<file path="src/rtl/jogador_automatico_pkg.sv">
// Shared definitions for the automatic memory-game player.
// State encoding, default sizing constants and small helpers used by the
// player, the game top level and system benches.
package jogador_automatico_pkg;

  typedef enum logic [1:0] {
    IDLE     = 2'd0,
    OBSERVA  = 2'd1,
    JOGA_ON  = 2'd2,
    JOGA_OFF = 2'd3
  } estado_t;

  localparam int unsigned DEPTH_PADRAO = 16;
  localparam int unsigned QUIET_PADRAO = 100;
  localparam int unsigned HOLD_PADRAO  = 8;
  localparam int unsigned GAP_PADRAO   = 8;

  function automatic int unsigned maxOf3(input int unsigned a, input int unsigned b,
                                         input int unsigned c);
    int unsigned m;
    m = (a > b) ? a : b;
    return (m > c) ? m : c;
  endfunction

  // Deliberately wrong press: one-hot value rotated left by one position.
  function automatic logic [3:0] rotEsq(input logic [3:0] v);
    return {v[2:0], v[3]};
  endfunction

endpackage

</file>
<file path="src/rtl/jogador_automatico_buffer.sv">
// buffer_sequencia: DEPTH x 4 register file holding the observed sequence.
// Ports:
//   clock, reset      - rising-edge clock, asynchronous active-low clear
//   escreve           - write enable
//   endEscrita        - write address
//   dadoEscrita       - write data (LED value)
//   endLeitura        - read address (asynchronous read)
//   dadoLido          - read data
module buffer_sequencia
  import jogador_automatico_pkg::*;
#(
  parameter int unsigned DEPTH = DEPTH_PADRAO
) (
  input  logic       clock,
  input  logic       reset,
  input  logic       escreve,
  input  logic [3:0] endEscrita,
  input  logic [3:0] dadoEscrita,
  input  logic [3:0] endLeitura,
  output logic [3:0] dadoLido
);

  logic [3:0] mem [DEPTH];

  always_ff @(posedge clock or negedge reset) begin
    if (!reset) begin
      for (int unsigned i = 0; i < DEPTH; i++) begin
        mem[i] <= '0;
      end
    end else if (escreve) begin
      mem[endEscrita] <= dadoEscrita;
    end
  end

  assign dadoLido = mem[endLeitura];

endmodule

</file>
<file path="src/rtl/jogador_automatico.sv">
// jogador_automatico: automatic player for the memory game.
// Watches the LED bus while the game shows a sequence, stores each new
// display, and after a long enough silence replays the stored values on the
// switch bus as timed presses. Optionally corrupts one press.
// Ports:
//   clock, reset    - rising-edge clock, asynchronous active-low reset
//   habilita        - level enable, low forces IDLE
//   leds            - game LED bus (one-hot while lit, 0 while off)
//   erro_en         - enable wrong-press injection
//   erro_idx        - playback index that receives the wrong press
//   chaves          - registered key-press output
//   jogando         - high while replaying (JOGA_ON / JOGA_OFF)
//   pronto          - one-cycle pulse when a round's playback completes
//   overflow        - sticky, capture attempted with the buffer full
//   db_estado       - current state encoding
//   db_contagem     - number of stored values
module jogador_automatico
  import jogador_automatico_pkg::*;
#(
  parameter int unsigned DEPTH = DEPTH_PADRAO,
  parameter int unsigned QUIET = QUIET_PADRAO,
  parameter int unsigned HOLD  = HOLD_PADRAO,
  parameter int unsigned GAP   = GAP_PADRAO
) (
  input  logic       clock,
  input  logic       reset,
  input  logic       habilita,
  input  logic [3:0] leds,
  input  logic       erro_en,
  input  logic [3:0] erro_idx,
  output logic [3:0] chaves,
  output logic       jogando,
  output logic       pronto,
  output logic       overflow,
  output logic [3:0] db_estado,
  output logic [4:0] db_contagem
);

  localparam int unsigned TW = $clog2(maxOf3(QUIET, HOLD, GAP) + 1);
  localparam logic [TW-1:0] QUIET_FIM = TW'(QUIET - 1);
  localparam logic [TW-1:0] HOLD_FIM  = TW'(HOLD - 1);
  localparam logic [TW-1:0] GAP_FIM   = TW'(GAP - 1);
  localparam logic [TW-1:0] QUIET_SAT = TW'(QUIET);
  localparam logic [TW-1:0] HOLD_SAT  = TW'(HOLD);
  localparam logic [TW-1:0] GAP_SAT   = TW'(GAP);
  localparam logic [4:0]    CHEIO     = 5'(DEPTH);

  estado_t       estado, estadoProx;
  logic [3:0]    ledsPrev;
  logic [4:0]    contagem, contagemProx;
  logic [3:0]    indice, indiceProx;
  logic [TW-1:0] silencio, silencioProx;
  logic [TW-1:0] tempo, tempoProx;
  logic          prontoProx;
  logic          overflowProx;
  logic [3:0]    chavesProx;
  logic          escreve;
  logic [3:0]    endEscrita;
  logic [3:0]    dadoLido;
  logic          novaExibicao;

  assign novaExibicao = (leds != 4'd0) && (leds != ledsPrev);

  buffer_sequencia #(
    .DEPTH(DEPTH)
  ) uBuffer (
    .clock      (clock),
    .reset      (reset),
    .escreve    (escreve),
    .endEscrita (endEscrita),
    .dadoEscrita(leds),
    .endLeitura (indiceProx),
    .dadoLido   (dadoLido)
  );

  always_ff @(posedge clock or negedge reset) begin
    if (!reset) begin
      estado   <= IDLE;
      ledsPrev <= '0;
      contagem <= '0;
      indice   <= '0;
      silencio <= '0;
      tempo    <= '0;
      pronto   <= 1'b0;
      overflow <= 1'b0;
      chaves   <= '0;
    end else begin
      estado   <= estadoProx;
      ledsPrev <= leds;
      contagem <= contagemProx;
      indice   <= indiceProx;
      silencio <= silencioProx;
      tempo    <= tempoProx;
      pronto   <= prontoProx;
      overflow <= overflowProx;
      chaves   <= chavesProx;
    end
  end

  always_comb begin
    estadoProx   = estado;
    contagemProx = contagem;
    indiceProx   = indice;
    silencioProx = silencio;
    tempoProx    = tempo;
    prontoProx   = 1'b0;
    overflowProx = overflow;
    escreve      = 1'b0;
    endEscrita   = contagem[3:0];

    if (!habilita) begin
      // Dropping the enable beats any capture or phase end on the same edge.
      estadoProx   = IDLE;
      contagemProx = '0;
      indiceProx   = '0;
      silencioProx = '0;
      tempoProx    = '0;
    end else begin
      case (estado)
        IDLE: begin
          contagemProx = '0;
          indiceProx   = '0;
          silencioProx = '0;
          tempoProx    = '0;
          if (novaExibicao) begin
            escreve      = 1'b1;
            endEscrita   = '0;
            contagemProx = 5'd1;
            overflowProx = 1'b0;
            estadoProx   = OBSERVA;
          end
        end

        OBSERVA: begin
          if (novaExibicao) begin
            if (contagem == CHEIO) begin
              overflowProx = 1'b1;
            end else begin
              escreve      = 1'b1;
              contagemProx = contagem + 5'd1;
            end
          end
          // The edge that would bring the silence count to QUIET starts playback,
          // so the first press lands exactly QUIET cycles after silence began.
          if (leds != 4'd0) begin
            silencioProx = '0;
          end else if (silencio == QUIET_FIM) begin
            silencioProx = '0;
            indiceProx   = '0;
            tempoProx    = '0;
            estadoProx   = JOGA_ON;
          end else if (silencio != QUIET_SAT) begin
            silencioProx = silencio + 1'b1;
          end
        end

        JOGA_ON: begin
          if (tempo == HOLD_FIM) begin
            tempoProx  = '0;
            estadoProx = JOGA_OFF;
          end else if (tempo != HOLD_SAT) begin
            tempoProx = tempo + 1'b1;
          end
        end

        JOGA_OFF: begin
          if (tempo == GAP_FIM) begin
            tempoProx = '0;
            if (({1'b0, indice} + 5'd1) == contagem) begin
              prontoProx   = 1'b1;
              contagemProx = '0;
              indiceProx   = '0;
              estadoProx   = IDLE;
            end else begin
              indiceProx = indice + 4'd1;
              estadoProx = JOGA_ON;
            end
          end else if (tempo != GAP_SAT) begin
            tempoProx = tempo + 1'b1;
          end
        end

        default: estadoProx = IDLE;
      endcase
    end
  end

  // The output register is loaded from the next state and next index so the
  // press value is on chaves during the very first JOGA_ON cycle.
  always_comb begin
    chavesProx = '0;
    if (estadoProx == JOGA_ON) begin
      if (erro_en && (indiceProx == erro_idx)) begin
        chavesProx = rotEsq(dadoLido);
      end else begin
        chavesProx = dadoLido;
      end
    end
  end

  assign jogando     = (estado == JOGA_ON) || (estado == JOGA_OFF);
  assign db_estado   = {2'b00, estado};
  assign db_contagem = contagem;

endmodule

</file>
<file path="config.mk">
export PLATFORM = sky130hd
export DESIGN_NAME = jogador_automatico
export DESIGN_NICKNAME = d
export VERILOG_FILES = /design/src/rtl/jogador_automatico_pkg.sv /design/src/rtl/jogador_automatico_buffer.sv /design/src/rtl/jogador_automatico.sv
export SDC_FILE = /design/constraint.sdc
export NUM_CORES = 1
export LEC_CHECK = 0
export CAP_MARGIN = 40
export CORE_ASPECT_RATIO = 0.5
export CORE_MARGIN = 2
export CORE_UTILIZATION = 60
export DETAILED_ROUTE_END_ITERATION = 10
export DONT_BUFFER_PORTS = 1
export HOLD_SLACK_MARGIN = 0.08
export PLACE_DENSITY_LB_ADDON = 0.08
export SYNTH_ARGS = -nofsm -noshare
export SYNTH_HDL_FRONTEND = slang
export SYNTH_SLANG_ARGS = --single-unit
</file>
<file path="constraint.sdc">
create_clock -name clock -period 6.5 [get_ports clock]
set_clock_uncertainty 0.05 [all_clocks]
set_input_delay 1.3 -clock clock [delete_from_list [all_inputs] [get_ports clock]]
set_output_delay 1.3 -clock clock [all_outputs]
set_load 0.01 [all_outputs]
</file>
# Yosys cells after proc, flatten, opt, wreduce, memory -nomap -nowiden
# Index checks and enable logic that the tools add are counted.
[word_totals]
elab_cells = 128
reg_bits = 99
[classes]
n_reduce_logical = 12
eq_ne = 25
order_cmp = 3
bitwise_logic = 2
n_mux = 56
n_addsub = 5
[op_table]
columns = ["operator", "n"]
rows = [
  ["$bwmux W64", 1],
  ["$mux W7", 9],
  ["$mux W4", 13],
  ["$mux W5", 5],
  ["$pmux W7 S3", 1],
  ["$ne A3 B3 Y1 const B", 6],
  ["$bmux W4 S4", 1],
  ["$demux W4 S4", 1],
  ["$pmux W5 S3", 1],
  ["$add A7 B1 Y7 const B", 2],
  ["$mux W2", 7],
  ["$pmux W7 S2", 1],
  ["$mux W1", 12],
  ["$pmux W4 S3", 1],
  ["$ge A5 B5 Y1 const B", 2],
  ["$not A4 Y5", 2],
  ["$reduce_and A5 Y1", 2],
  ["$pmux W2 S4", 1],
  ["$eq A7 B3 Y1 const B", 1],
  ["$eq A7 B7 Y1 const B", 1],
  ["$ne A7 B4 Y1 const B", 1],
  ["$ne A7 B7 Y1 const B", 1],
  ["$eq A2 B2 Y1 const B", 3],
  ["$ne A2 B2 Y1 const B", 3],
  ["other kinds (22)", 25],
]

# Logic depth before layout (Yosys ltp)
# Gate-level depths: netlist of the first run.
[logic_depth]
word_depth = 12
mapped_depth = 13
depth_no_buf = 11

# Cells and area by module
# A second synthesis of the first run with hierarchy kept.
[unflattened]
cells_unflattened = 442
hier_area_um2 = 5275.1
[modules_own_cells]
columns = ["mod", "area_each_um2", "n_inst", "cells_per_inst"]
rows = [
  ["buffer_sequencia", 3019.1, 1, 196],
  ["jogador_automatico", 2255.9, 1, 246],
]

# Least setup slack after synthesis of the first run
# Ideal clock, no wire load.
[synth_timing]
path_type = "in2reg"
from = "input port leds[0]"
to = "register chaves[2]"
path_buffers = 3
slack_ps = 2792
cell_stages = 13
required_ps = 6312
arrival_ps = 3521
path_cell_list = "buf_2 -> nor4_4 -> nand4_2 -> and2_1 -> buf_6 -> o21a_1 -> a41oi_4 -> inv_4 -> buf_6 -> a221oi_2 -> o22ai_1 -> a211oi_1 -> o22ai_1"
[synth_via]
elab_chain_cells = 10
word_cells_on_any_way = 19
[synth_lines]
columns = ["item", "line", "rtl"]
rows = [
  ["start: declaration", "jogador_automatico.sv:28", "input logic [3:0] leds,"],
  ["$reduce_bool A4 Y1 (*)", "jogador_automatico.sv:145", "if (leds != 4'd0) begin"],
  ["$mux W4 (*)", "jogador_automatico.sv:145", ""],
  ["$pmux W4 S3 (*)", "jogador_automatico.sv:119", "case (estado)"],
  ["$mux W4 (*)", "jogador_automatico.sv:111", "if (!habilita) begin"],
  ["named net indiceProx[1]", "jogador_automatico.sv:51", "logic [3:0] indice, indiceProx;"],
  ["$not A4 Y5 (not written as such)", "jogador_automatico_buffer.sv:35", "assign dadoLido = mem[endLeitura];"],
  ["$bmux W4 S4", "jogador_automatico_buffer.sv:35", ""],
  ["$mux W4 (not written as such) (2 in series)", "jogador_automatico_buffer.sv:35", ""],
  ["$mux W4 (*)", "jogador_automatico.sv:193", "if (erro_en && (indiceProx == erro_idx)) begin"],
  ["$mux W4 (*)", "jogador_automatico.sv:192", "if (estadoProx == JOGA_ON) begin"],
  ["named net chavesProx[2]", "jogador_automatico.sv:56", "logic [3:0] chavesProx;"],
  ["end signal: assignment", "jogador_automatico.sv:96", "chaves <= chavesProx;"],
  ["end: declaration", "jogador_automatico.sv:31", "output logic [3:0] chaves,"],
]
# Mark *: on every way through the listed nets, which the timed path passes. The rest lies on a longest branch. The select of a mux whose other input is x is not followed.
# A chain may end at the register's enable or synchronous reset.

# Worst setup path in the final report of the first run
[layout_timing]
from = "input port leds[1]"
to = "register chaves[2]"
[layout_via]
elab_chain_cells = 10
word_cells_on_any_way = 19
[layout_lines]
columns = ["item", "line"]
rows = [
  ["$reduce_bool A4 Y1", "jogador_automatico.sv:62, jogador_automatico.sv:145"],
  ["$mux W4", "jogador_automatico.sv:145"],
  ["$pmux W4 S3", "jogador_automatico.sv:119"],
  ["$mux W4", "jogador_automatico.sv:111"],
  ["$not A4 Y5 (not written as such)", "jogador_automatico_buffer.sv:35"],
  ["$bmux W4 S4", "jogador_automatico_buffer.sv:35"],
  ["$mux W4 (not written as such) (2 in series)", "jogador_automatico_buffer.sv:35"],
  ["$mux W4", "jogador_automatico.sv:193"],
  ["$mux W4 (*)", "jogador_automatico.sv:192"],
  ["named net chavesProx[2]", "jogador_automatico.sv:56"],
]
# Marks and branches as above.

==> reports/results.txt, run 1 <==
most frequent cells in the layout - 99 x dfrtp_1, 64 x mux2_2, 32 x nand2_1, 32 x nor2_1, 22 x and3_1
largest net degree at the start of global routing - 100
Core Util, Final - 64.6%
n_diodes - 0
Yosys reg bits - 99
Least-Margin Pin Slew - 0.805 ns
VDD IR max - 0.154 mV
FF-to-FF Start - indice[0]
max frequency - 229 MHz
TritonCTS Buffers - 9
critical path required time - 6.66 ns
CTS Buffer Depth - 2
fin area - 0.00559 mm²
router iterations before antenna repair - 5
CTS root buf - clkbuf_16
status - complete, no violations
Async S/R FF share, synth - 100%
GRT Util Overall - 27.7%
Die ar. - 0.00964 mm²
Final WS setup - 2.13 ns
core footprint - 0.00865 mm²
EDFF count, synth - 0
Post-Syn Area - 0.00530 mm²
endpoints failing hold - 0
Via-to-Cell Ratio - 6.44
HPWL after DPL - 8520 µm
biggest fanout along the worst timing path - 26
first-pass GRT wire length - 20100 µm
cells after synthesis - 496
die span in x - 137 µm
main area contributors after synthesis - dfrtp_1 47%, mux2_2 14%, and3_1 2.6%
DRC - 0
Total Routed Length - 12200 µm
Placer Congestion - 0.921
Seq/Total Area, Yosys - 46.8%
final slew viol count - 0
clock period minus worst slack - 4.37 ns
Cell Rows - 24
htree depth - 3
io pins - 28
area grow syn2layout - 5.48%
die height - 70.4 µm
Vias - 3829
HP Start - uBuffer.mem[17]
Hold Crit Class - reg -> reg
DR iter-0 viols - 379
final net count - 492
setup repair after global routing missed its margin - no
clock transition at the registers of the reported paths - 0.07 ns
Crit. End Element - register
Startpoint Class - input port
Final Cycle Share - 67.2%
PostCTS Resize Cnt - 0
Wirelength per Cell - 20.5 µm
fraction of layout cells with a size suffix above 1 - 20.1%
Power per Cell Area - 236 mW/mm²
setup TNS - 0 ns
Setup crit start - leds[1]
share of the synthesized area in the top cell type - 46.8%
Post-DP Area - 0.00527 mm²
synth warn - 0
Worst EP arrival - 4.53 ns
CTS tree - yes
Syn Area/Cell - 10.7 µm²
Unique masters post-synth - 62
GR Overflow Total - 0
Setup Viol. Count Final - 0
dpl ws - 1.85 ns
Max-Cap Viols - 0
Pleak - 0.00253 µW
initial antenna violation count - 0
Sink Count - 99
post-CTS setup buffers - 0
Starting Density - 61.2%
kind of critical path - in -> reg
Clk Latency, worst-skew pair - 0.35 ns
# hold bufs at CTS - 0
commonest non-fill, non-tap cell in the layout - dfrtp_1
top cell type by total area after synthesis - dfrtp_1
fillers - 670
vias in the first global route - 3736
Rel. slew slack - 46.4%
top_reg_cell synth - dfrtp_1
Antenna Nets Post-Route - 0
Port Buffers - 0
## where the power goes
group	total, µW	leakage [µW]	internal [µW]	switching, µW
Clock	558	0.000150	313	245
Sequential	673	0.00135	648	25.2
Combinational	86.1	0.00103	48.8	37.2
## layer usage
| metal | up-vias | global-route usage (%) | wire (µm) |
|---|---|---|---|
| met1 | 1905 | 39.5 | 5690 |
| met2 | 128 | 42.0 | 5570 |
| li1 | 1773 | - | - |
| met3 | 23 | 6.32 | 703 |
| met4 | 0 | 8.93 | 229 |
| met5 | - | 0 | 0 |
## critical path, cell delays in order
cell and delay, ns:
nor4_4 0.36, nand4_2 0.21, nand4_1 0.38, and2_1 0.51, and2_1 0.46, inv_2 0.30, a221oi_1 0.42, o22ai_1 0.15
a211oi_1 0.29, o22ai_1 0.15
## cell usage after synthesis, types with 8 or more instances
cell and count:
and3_1 22, nand3_1 18, nand4_1 10, clkbuf_1 19, a211oi_1 8, inv_1 8
nor2_1 32, buf_2 10, xnor2_1 11, a21boi_0 8, o21ai_0 15, o22ai_1 9
a221oi_1 11, nand2_1 32, mux2_2 64, dfrtp_1 99, a21oi_1 17, o311ai_0 8
## final timing paths
kind / to / slack, ns / cells past startpoint
worst min register to register: uBuffer.mem[17] / 0.46 / 1
min in group asynchronous: silencio[6] / 0.59 / 0
worst max-delay path: chaves[2] / 2.13 / 10
worst min-delay path: uBuffer.mem[17] / 0.46 / 1
max in group asynchronous: uBuffer.mem[53] / 5.58 / 0
worst max register to register: chaves[2] / 2.24 / 10
## sequential cells by signal, indices dropped and copies added (netlist names)
name         flops
db_contagem      5
tempo            7
uBuffer.mem     64
ledsPrev         4
estado           2
indice           4
silencio         7
chaves           4
overflow         1
pronto           1
## logic make-up (layout without fill, tap and decap cells)
logic type | Yosys count | in the layout | share of synthesized area, %
AOI/OAI and AO/OA | 105 | 105 | 14.6
DFF | 99 | 99 | 46.8
muxes | 65 | 65 | 13.8
other | 1 | 2 | 0.0708
buffers and inverters | 47 | 28 | 4.21
and+or+nand+nor | 153 | 153 | 15.6
xor gates and xnor gates | 19 | 19 | 3.28
adders and majority gates | 7 | 7 | 1.65
## cell type report
cell class	instances	area, µm²	area share, %
Clock buffer	10	239	4.28
Clock inverter	6	72.6	1.30
Tap cell	117	146	2.62
Inverter	11	43.8	0.784
Multi-Input combinational cell	351	2600	46.5
Timing Repair Buffer	1	7.51	0.134
Sequential cell	99	2480	44.4
## per-stage QoR
stage	power, µW	instances	hold slack (ns)
floorplan	755	497	0.421
global placement	765	579	0.435
detailed placement	768	579	0.441
CTS	1320	595	0.459
global route	1360	595	0.468
finish	1320	595	0.457
Note: power is estimated with default switching activity, not from simulation.
==> inputs of run 2 (changes only) <==
- CORE_UTILIZATION: 60 -> 58
- clock period: 6.5 -> 3.8 ns (I/O delays scaled with it)
==> reports/results.txt, run 2 (synthesis results as in run 1) <==
status - complete, no violations
HPWL after DPL - 8600 µm
Cell Chain, Critical Path - ha_1, xor2_1, nor4_2, a2111o_1, and2_1, inv_2, a221oi_1, o22ai_1, a211oi_1, o22ai_1
CP dominant cell by count - o22ai_1
fillers - 671
Final Cycle Share - 88.3%
max frequency - 298 MHz
CTS root buf - clkbuf_16
Crit. End Element - register
htree depth - 3
Finished Layout Cells - 605
Pleak - 0.00258 µW
biggest fanout along the worst timing path - 26
Wirelength per Cell - 20.5 µm
final net count - 502
Power per Cell Area - 393 mW/mm²
GR Overflow Total - 0
area grow syn2layout - 6.95%
PostCTS Resize Cnt - 0
Top reg by flops - uBuffer.mem
CTS Buffer Depth - 2
FF-to-FF Start - indice[0]
Via-to-Cell Ratio - 6.58
Antenna Nets Post-Route - 0
CTS tree - yes
die span in x - 139 µm
biggest registers after layout - uBuffer.mem (64), silencio (7), tempo (7)
Die ar. - 0.00996 mm²
final slew viol count - 0
# hold bufs at CTS - 1
Starting Density - 60.2%
FF/Latch Area - 0.00248 mm²
post-CTS setup buffers - 0
Setup crit start - indice[0]
setup TNS - 0 ns
Core Util, Final - 64.4%
GRT Util Overall - 26.2%
multi-input logic area - 0.00260 mm²
Cell Rows - 24
CP max stage cell - a221oi_1
router iterations before antenna repair - 5
clock transition at the registers of the reported paths - 0.07 ns
Placer Congestion - 0.934
clock period minus worst slack - 3.35 ns
Sink Count - 99
n_diodes - 0
Total Routed Length - 12400 µm
Startpoint Class - register
Hold Crit Class - in -> async
endpoints failing hold - 0
Setup Viol. Count Final - 0
core footprint - 0.00880 mm²
Max-Cap Viols - 0
die height - 71.6 µm
setup repair after global routing missed its margin - no
Least-Margin Pin Slew - 0.681 ns
fin area - 0.00566 mm²
TritonCTS Buffers - 9
Worst EP arrival - 3.52 ns
Clk Latency, worst-skew pair - 0.35 ns
VDD IR max - 0.269 mV
Vias - 3979
initial antenna violation count - 0
kind of critical path - reg -> reg
io pins - 28
DRC - 0
largest net degree at the start of global routing - 100
Post-DP Area - 0.00534 mm²
max reg flops - 64
crit-path max cell delay - 0.51 ns
DR iter-0 viols - 287
most frequent cells in the layout - 99 x dfrtp_1, 64 x mux2_2, 32 x nand2_1, 32 x nor2_1, 22 x and3_1
commonest non-fill, non-tap cell in the layout - dfrtp_1
fraction of layout cells with a size suffix above 1 - 21.7%
Rel. slew slack - 54.2%
first-pass GRT wire length - 20100 µm
vias in the first global route - 3878
Port Buffers - 0
placed insts - 588
critical path required time - 3.96 ns
## run 2: cell types whose count changed in the layout (fill, tap and decap cells not counted)
cell / previous run / this run
bufinv_16: 1 / 0
inv_6: 2 / 3
inv_8: 0 / 1
buf_4: 1 / 10
buf_16: 0 / 1
clkinvlp_4: 1 / 0
## run 2: layout make-up
cell class                      instances  share of cell area [%]
Clock buffer                           10                    4.22
Clock inverter                          6                   0.972
Inverter                               11                   0.773
Multi-Input combinational cell        351                    45.9
Sequential cell                        99                    43.7
Tap cell                              117                    2.59
Timing Repair Buffer                   11                    1.81
## run 2: routing by layer
metal,vias to the layer above,track usage [%],share of wire [%]
met5,-,0,0
met4,0,7.63,1.7
met3,25,6.08,8.4
met2,159,42.2,46
met1,2007,36.2,44
li1,1788,-,-
## run 2: power by group
group | internal (µW) | total [µW] | leakage, µW | switching (µW)
combinational | 88.1 | 181 | 0.00109 | 92.9
clock | 476 | 898 | 0.000146 | 422
sequential | 1110 | 1150 | 0.00135 | 38.3
total | 1670 | 2220 | 0.00258 | 553
## run 2: worst max-delay path: cells and delay by family (launching register included)
kind,cells,cell delay (ns)
compound gates,5,1.37
xor+xnor,1,0.17
fa+ha+maj,1,0.37
buf+inv,1,0.20
flops,1,0.45
simple gates,2,0.61
## run 2: metrics by stage
| step | hold WS [ns] | setup WS (ns) | total power (µW) |
|---|---|---|---|
| 2_1_floorplan | 0.414 | 0.632 | 1290 |
| 3_3_place_gp | 0.417 | 0.415 | 1310 |
| 3_5_place_dp | 0.417 | 0.363 | 1320 |
| 4_1_cts | 0.299 | 0.458 | 2240 |
| 5_1_grt | 0.310 | 0.133 | 2310 |
| 6_report | 0.271 | 0.445 | 2220 |
## run 2: worst paths after layout
path,end,slack [ns],depth (start not counted)
setup / recovery,chaves[2],0.45,10
hold / removal,silencio[3],0.27,1
setup reg to reg,chaves[2],0.45,10
hold reg to reg,uBuffer.mem[63],0.45,1
max in group asynchronous,uBuffer.mem[17],3.02,1
min in group clock,ledsPrev[0],0.38,0
